<file path="src/rtl/tx_video_pkg.sv">
// Shared types and default 1024x768 timing for the HDMI transmit raster.
// TX_TESTPATTERN_EN selects the colour-bar fill pixel via bar_color().
package tx_video_pkg;

  localparam int CNT_W = 12;

  localparam int DEF_H_ACTIVE  = 1024;
  localparam int DEF_H_FP      = 24;
  localparam int DEF_H_SYNC    = 136;
  localparam int DEF_H_BP      = 160;
  localparam int DEF_V_ACTIVE  = 768;
  localparam int DEF_V_FP      = 3;
  localparam int DEF_V_SYNC    = 6;
  localparam int DEF_V_BP      = 29;
  localparam int DEF_BAR_SHIFT = 7;

  typedef enum logic [1:0] {IDLE, RUN, DRAIN} state_t;

  // Bar colours, packed {B,G,R}
  localparam logic [23:0] BAR0 = 24'hFFFFFF;
  localparam logic [23:0] BAR1 = 24'h00FFFF;
  localparam logic [23:0] BAR2 = 24'hFFFF00;
  localparam logic [23:0] BAR3 = 24'h00FF00;
  localparam logic [23:0] BAR4 = 24'hFF00FF;
  localparam logic [23:0] BAR5 = 24'h0000FF;
  localparam logic [23:0] BAR6 = 24'hFF0000;
  localparam logic [23:0] BAR7 = 24'h000000;

  function automatic logic [23:0] bar_color(input logic [2:0] idx);
    case (idx)
      3'd0:    return BAR0;
      3'd1:    return BAR1;
      3'd2:    return BAR2;
      3'd3:    return BAR3;
      3'd4:    return BAR4;
      3'd5:    return BAR5;
      3'd6:    return BAR6;
      default: return BAR7;
    endcase
  endfunction

endpackage

</file>
<file path="src/rtl/video_timing_counter.sv">
// Horizontal/vertical raster counters with wrap logic and sync/active decodes.
// Counters hold at zero whenever run is low.
module video_timing_counter
  import tx_video_pkg::*;
#(
  parameter int H_ACTIVE = DEF_H_ACTIVE,
  parameter int H_FP     = DEF_H_FP,
  parameter int H_SYNC   = DEF_H_SYNC,
  parameter int H_BP     = DEF_H_BP,
  parameter int V_ACTIVE = DEF_V_ACTIVE,
  parameter int V_FP     = DEF_V_FP,
  parameter int V_SYNC   = DEF_V_SYNC,
  parameter int V_BP     = DEF_V_BP
) (
  input  logic             clk,
  input  logic             rst,
  input  logic             run,
  output logic [CNT_W-1:0] hc,
  output logic [CNT_W-1:0] vc,
  output logic             active,
  output logic             hsync_on,
  output logic             vsync_on,
  output logic             frame_last
);

  localparam int H_TOTAL = H_ACTIVE + H_FP + H_SYNC + H_BP;
  localparam int V_TOTAL = V_ACTIVE + V_FP + V_SYNC + V_BP;

  if (H_TOTAL > (1 << CNT_W) || V_TOTAL > (1 << CNT_W)) begin : g_total_check
    $error("video_timing_counter: raster totals exceed counter range");
  end

  logic h_last, v_last;

  assign h_last     = (int'(hc) == H_TOTAL - 1);
  assign v_last     = (int'(vc) == V_TOTAL - 1);
  assign frame_last = h_last && v_last;

  always_ff @(posedge clk) begin
    if (rst || !run) begin
      hc <= '0;
      vc <= '0;
    end else if (h_last) begin
      hc <= '0;
      vc <= v_last ? '0 : vc + 1'b1;
    end else begin
      hc <= hc + 1'b1;
    end
  end

  // vc only moves on the hc wrap, so the vertical decode changes at hc=0
  assign active   = (int'(hc) < H_ACTIVE) && (int'(vc) < V_ACTIVE);
  assign hsync_on = (int'(hc) >= H_ACTIVE + H_FP) && (int'(hc) < H_ACTIVE + H_FP + H_SYNC);
  assign vsync_on = (int'(vc) >= V_ACTIVE + V_FP) && (int'(vc) < V_ACTIVE + V_FP + V_SYNC);

endmodule

</file>
<file path="src/rtl/tx_video_timing_gen.sv">
// HDMI transmit raster: run/drain FSM, pixel handshake, underrun fill, output registers.
// TX_TESTPATTERN_EN: underrun fill is an 8-bar colour pattern instead of black.
//
//  state | meaning
//  IDLE  | counters held at 0, outputs at reset values
//  RUN   | raster advancing, enable requested
//  DRAIN | enable dropped, finishing current frame
module tx_video_timing_gen
  import tx_video_pkg::*;
#(
  parameter int H_ACTIVE  = DEF_H_ACTIVE,
  parameter int H_FP      = DEF_H_FP,
  parameter int H_SYNC    = DEF_H_SYNC,
  parameter int H_BP      = DEF_H_BP,
  parameter int V_ACTIVE  = DEF_V_ACTIVE,
  parameter int V_FP      = DEF_V_FP,
  parameter int V_SYNC    = DEF_V_SYNC,
  parameter int V_BP      = DEF_V_BP,
  parameter bit HSYNC_POL = 1'b0,
  parameter bit VSYNC_POL = 1'b0,
  parameter int BAR_SHIFT = DEF_BAR_SHIFT
) (
  input  logic        tx_pclk,
  input  logic        rst,
  input  logic        enable,
  input  logic [23:0] pix_data,
  input  logic        pix_valid,
  output logic        pix_rd,
  output logic        frame_start,
  output logic [23:0] tx_rgb,
  output logic        tx_de,
  output logic        tx_hsync,
  output logic        tx_vsync,
  output logic        underrun,
  input  logic        underrun_clr
);

  if (BAR_SHIFT + 3 > CNT_W) begin : g_bar_check
    $error("tx_video_timing_gen: bar index exceeds counter width");
  end

  state_t           state, state_n;
  logic [CNT_W-1:0] hc, vc;
  logic             active, hsync_on, vsync_on, frame_last;
  logic             running;
  logic [23:0]      fill_pix;

  assign running = (state != IDLE);

  video_timing_counter #(
    .H_ACTIVE(H_ACTIVE), .H_FP(H_FP), .H_SYNC(H_SYNC), .H_BP(H_BP),
    .V_ACTIVE(V_ACTIVE), .V_FP(V_FP), .V_SYNC(V_SYNC), .V_BP(V_BP)
  ) u_counter (
    .clk       (tx_pclk),
    .rst       (rst),
    .run       (running),
    .hc        (hc),
    .vc        (vc),
    .active    (active),
    .hsync_on  (hsync_on),
    .vsync_on  (vsync_on),
    .frame_last(frame_last)
  );

  always_ff @(posedge tx_pclk) begin
    if (rst) state <= IDLE;
    else     state <= state_n;
  end

  // Disabling never cuts a frame short: leave for IDLE only on the last pixel
  always_comb begin
    state_n = state;
    case (state)
      IDLE:    if (enable) state_n = RUN;
      RUN:     if (!enable) state_n = frame_last ? IDLE : DRAIN;
      DRAIN: begin
        if (enable)          state_n = RUN;
        else if (frame_last) state_n = IDLE;
      end
      default: state_n = IDLE;
    endcase
  end

  assign pix_rd      = running && active;
  assign frame_start = running && (hc == '0) && (vc == '0);

`ifdef TX_TESTPATTERN_EN
  assign fill_pix = bar_color(hc[BAR_SHIFT+2:BAR_SHIFT]);
`else
  assign fill_pix = 24'h000000;
`endif

  always_ff @(posedge tx_pclk) begin
    if (rst) begin
      tx_de    <= 1'b0;
      tx_rgb   <= '0;
      tx_hsync <= ~HSYNC_POL;
      tx_vsync <= ~VSYNC_POL;
      underrun <= 1'b0;
    end else begin
      tx_de    <= pix_rd;
      tx_rgb   <= !pix_rd ? 24'h000000 : (pix_valid ? pix_data : fill_pix);
      tx_hsync <= (running && hsync_on) ? HSYNC_POL : ~HSYNC_POL;
      tx_vsync <= (running && vsync_on) ? VSYNC_POL : ~VSYNC_POL;
      // A new underrun in the clearing cycle keeps the flag set
      underrun <= (pix_rd && !pix_valid) || (underrun && !underrun_clr);
    end
  end

endmodule
</file>
<file path="config.mk">
export PLATFORM = sky130hd
export DESIGN_NAME = tx_video_timing_gen
export DESIGN_NICKNAME = d
export VERILOG_FILES = /design/src/rtl/tx_video_pkg.sv /design/src/rtl/video_timing_counter.sv /design/src/rtl/tx_video_timing_gen.sv
export SDC_FILE = /design/constraint.sdc
export NUM_CORES = 1
export LEC_CHECK = 0
export ABC_AREA = 1
export BUFFER_PORTS_ARGS = -buffer_cell sky130_fd_sc_hd__buf_2
export CELL_PAD_IN_SITES_DETAIL_PLACEMENT = 2
export CELL_PAD_IN_SITES_GLOBAL_PLACEMENT = 2
export CORE_ASPECT_RATIO = 1.4
export CORE_MARGIN = 5
export CORE_UTILIZATION = 29
export DETAILED_ROUTE_END_ITERATION = 6
export GPL_TIMING_DRIVEN = 0
export PLACE_DENSITY = 0.8
export SETUP_SLACK_MARGIN = 0.2
export SYNTH_ARGS = -nofsm -noshare
export SYNTH_HDL_FRONTEND = slang
export SYNTH_HIERARCHICAL = 1
export SYNTH_SLANG_ARGS = --single-unit
</file>
<file path="constraint.sdc">
create_clock -name tx_pclk -period 1.9 [get_ports tx_pclk]
set_input_delay 0.285 -clock tx_pclk [delete_from_list [all_inputs] [get_ports tx_pclk]]
set_output_delay 0.285 -clock tx_pclk [all_outputs]
set_load 0.005 [all_outputs]
</file>
==> impl_metrics.toml <==
[logic_synthesis]
ys_seq_area_share_pct = 44.63
ys_top_cells_by_area = "dfxtp_1 45%, nand2_1 9.8%, inv_1 8.7%, nor2_1 8.7%, nor2_2 5.4%"
synth_seq_cells = 54
avgSynthCellArea_um2 = 7.274
synth_top_area_share_pct = 44.63
yosysUniqueCellTypes = 29
synth_largest_area_cell = "dfxtp_1"
synth_nets = 366
syn_area_um2 = 2422
ys_warn_count = 6
syn_inst = 333

[critical_path]
worstSetupPathType = "register to output port"
reg2reg_slack_ps = 370
crit_cells = 6
worst_setup_path_start_kind = "register"
reg2reg_to = "u_counter/vc[4]"
r2r_cells = 9
required_ps = 1620
timing.rr.start = "u_counter/hc[0]"
path_buf_inv = 2
path_cells = "nor2_2, nand2_2, nor3_4, inv_1, nor2_1, buf_2"
critical_path.top_delay_family = "simple AND/OR/NAND/NOR gates"
critical_path.max_fanout = 6
cp.arrival_ps = 1360
crit_path_end_kind = "output port"
critical_path.max_stage_delay_ps = 350
slowest_stage = "dfxtp_2"

[outcome]
status = "complete, no violations"

[final_layout]
diodes = 0
nFillCells = 1003
ff_latch_area_um2 = 1092
multi_input_area_um2 = 1101
nets = 434
layout-drive-gt1-share_pct = 31.17
synthToLayoutAreaGrowth_pct = 25.67

[drt]
finalWirelength_mm = 7.209
wl_per_cell_um = 14.33
final_antenna_net_count = 0
dr.pass1.iters = 3
drc = 0
num_vias = 2300
drtIter0Drc = 43
viasPerCell = 4.573

[timing]
hold_violations = 0
grt_setup_unrepaired = "yes"
setup_violations = 0
clock_skew_ps = 7.608
fin_crit_sh_pct = 86.41
hold_slack_ps = 193.9
worst_slew_pin_slew_ps = 353.8
period_needed_ps = 1642
maxSlewViolCount = 0
setup_tns_ps = 0
relSlewSlack_pct = 76.28
max_freq_mhz = 609.1

[clock_tree]
clock_path_buffers = 2
clkLatencyLatePin_ps = 290
cts_max_level = 2
cts.clk_slew.worst_paths_ps = 70
cts_tree = "yes"
numCtsBuffers = 5
cts_hold_buf = 0
cts_sinks = 54
clock-root-buffer = "clkbuf_16"

[place]
port-buffer-count = 58
place.gp.congestion = 0.7740
dp_hpwl_mm = 5.789

[worst_hold_path]
min_path_type = "primary input to register"
hold_depth = 2
hp-start = "rst"
hold-path-endpoint = "state[0]"

[global_routing]
grt_util_all_layers_pct = 14.66
grt_pass1_vias = 2597
grt_first_pass_wirelength_mm = 11.96
grt_max_degree = 17
overflow = 0
antenna_found_initial = 0

[floorplan]
initial_utilization_pct = 29.73
ios = 59
die_area_um2 = 10310
die_w_um = 87.24
fp.dieH_um = 118.1
rows = 39
coreArea_um2 = 8149

[flow_run]
cap_violations = 0

[power_and_ir_drop]
power_density_nw_per_um2 = 714.7
ir_worst_vdd_mv = 0.4754
leakage_nw = 1.445
-- through the flow --
| stage | setup slack [ps] | utilization [%] | cells | cell area (µm²) | total power [mW] |
|---|---|---|---|---|---|
| global placement | 187.7 | 34.85 | 493 | 2840 | 1.297 |
| finish | 258.2 | 37.36 | 503 | 3044 | 2.176 |
| global route | 186.1 | 37.36 | 503 | 3044 | 2.275 |
| floorplan | 536.6 | - | 333 | 2422 | 1.240 |
| CTS | 194.9 | 36.99 | 502 | 3014 | 2.212 |
| detailed placement | 137.6 | 34.85 | 493 | 2840 | 1.307 |
-- logic make-up (layout without fill, tap and decap cells) --
kind of cell / count (synthesis) / count (layout) / share of synthesized area [%]
AO/OA/AOI/OAI: 24 / 24 / 5.321
XOR/XNOR: 2 / 2 / 0.7233
adder cells (fa/ha/maj): 4 / 4 / 2.066
buffers and inverters: 64 / 132 / 11.00
flip-flops: 54 / 54 / 44.63
AND/OR/NAND/NOR: 185 / 185 / 36.26
-- layout make-up --
class | instances | share of cell area [%]
flip-flops and latches | 54 | 35.88
plain buffers | 4 | 1.480
clock inverters | 2 | 0.4932
well taps | 102 | 4.192
clock buffers | 5 | 4.110
repair buffers | 61 | 10.28
inverters | 60 | 7.398
multi-input cells | 215 | 36.17
-- worst max-delay path by stage --
stage	from	endpoint	slack (ps)
6_report	u_counter/vc[10]	pix_rd	260
5_1_grt	u_counter/vc[10]	pix_rd	190
4_1_cts	u_counter/vc[10]	pix_rd	190
3_5_place_dp	u_counter/hc[0]	u_counter/hc[6]	140
3_3_place_gp	u_counter/vc[11]	tx_rgb[13]	190
2_1_floorplan	u_counter/hc[0]	u_counter/hc[7]	540
-- worst reg2reg max path, delay by kind of cell, from the launching register on --
family | cells | cell delay, ps
AND/OR/NAND/NOR | 5 | 520
flip-flops | 1 | 350
buffers and inverters | 2 | 270
adder cells (fa/ha/maj) | 1 | 170
AO/OA/AOI/OAI | 1 | 170
-- placed cells by master (no fill, tap or decap) --
master | synthesis | final
inv_1 | 56 | 56
clkinvlp_4 | 0 | 2
nand3b_4 | 1 | 1
nand3_2 | 1 | 1
dfxtp_1 | 54 | 45
nor3b_1 | 1 | 1
o21ai_0 | 6 | 6
nor3_1 | 8 | 7
nor2_2 | 21 | 23
nor3_2 | 1 | 1
nor3_4 | 0 | 1
nand3b_1 | 1 | 1
nand4_1 | 5 | 5
inv_2 | 4 | 4
nand2_2 | 3 | 7
buf_2 | 0 | 58
nand2_1 | 63 | 59
xor2_1 | 2 | 2
buf_4 | 1 | 3
or2_2 | 1 | 1
nor2_1 | 56 | 54
a21oi_1 | 15 | 15
dfxtp_2 | 0 | 9
nor2_4 | 3 | 3
o21bai_1 | 1 | 1
buf_6 | 3 | 4
nand2_4 | 2 | 2
a41oi_1 | 1 | 1
clkbuf_16 | 0 | 5
o21a_1 | 1 | 1
nand3_1 | 16 | 16
ha_1 | 4 | 4
and2_0 | 1 | 1
nor4_1 | 1 | 1
-- registers in the layout, indices dropped and copies added (netlist names) --
signal	count
state	2
tx_de	1
tx_hsync	1
tx_rgb	24
tx_vsync	1
u_counter/hc	12
u_counter/vc	12
underrun	1
-- repair_timing --
item | CTS | global route
cloned | 0 | 0
gates resized for setup | 5 | 13
setup endpoints to repair | 31 | 18
setup buffers | 2 | 1
pin swaps | 2 | 1
-- Yosys cell counts, drive strengths merged --
library cell,n
a21oi,15
a41oi,1
and2,1
buf,4
dfxtp,54
ha,4
inv,60
nand2,68
nand3,17
nand3b,2
nand4,5
nor2,80
nor3,9
nor3b,1
nor4,1
o21a,1
o21ai,6
o21bai,1
or2,1
xor2,2
-- metal layers --
layer | track usage (%) | wire length (µm)
met1 | 14.11 | 2599
met2 | 29.62 | 4324
met3 | 3.479 | 195
met4 | 3.647 | 89
met5 | 0 | 0
-- power breakdown --
part	total, mW	internal, mW	switching, mW
combinational	0.125	0.0534	0.0719
sequential	1.15	1.15	0.00618
clock	0.896	0.482	0.415
No activity file was read; power rests on OpenSTA's default activity.
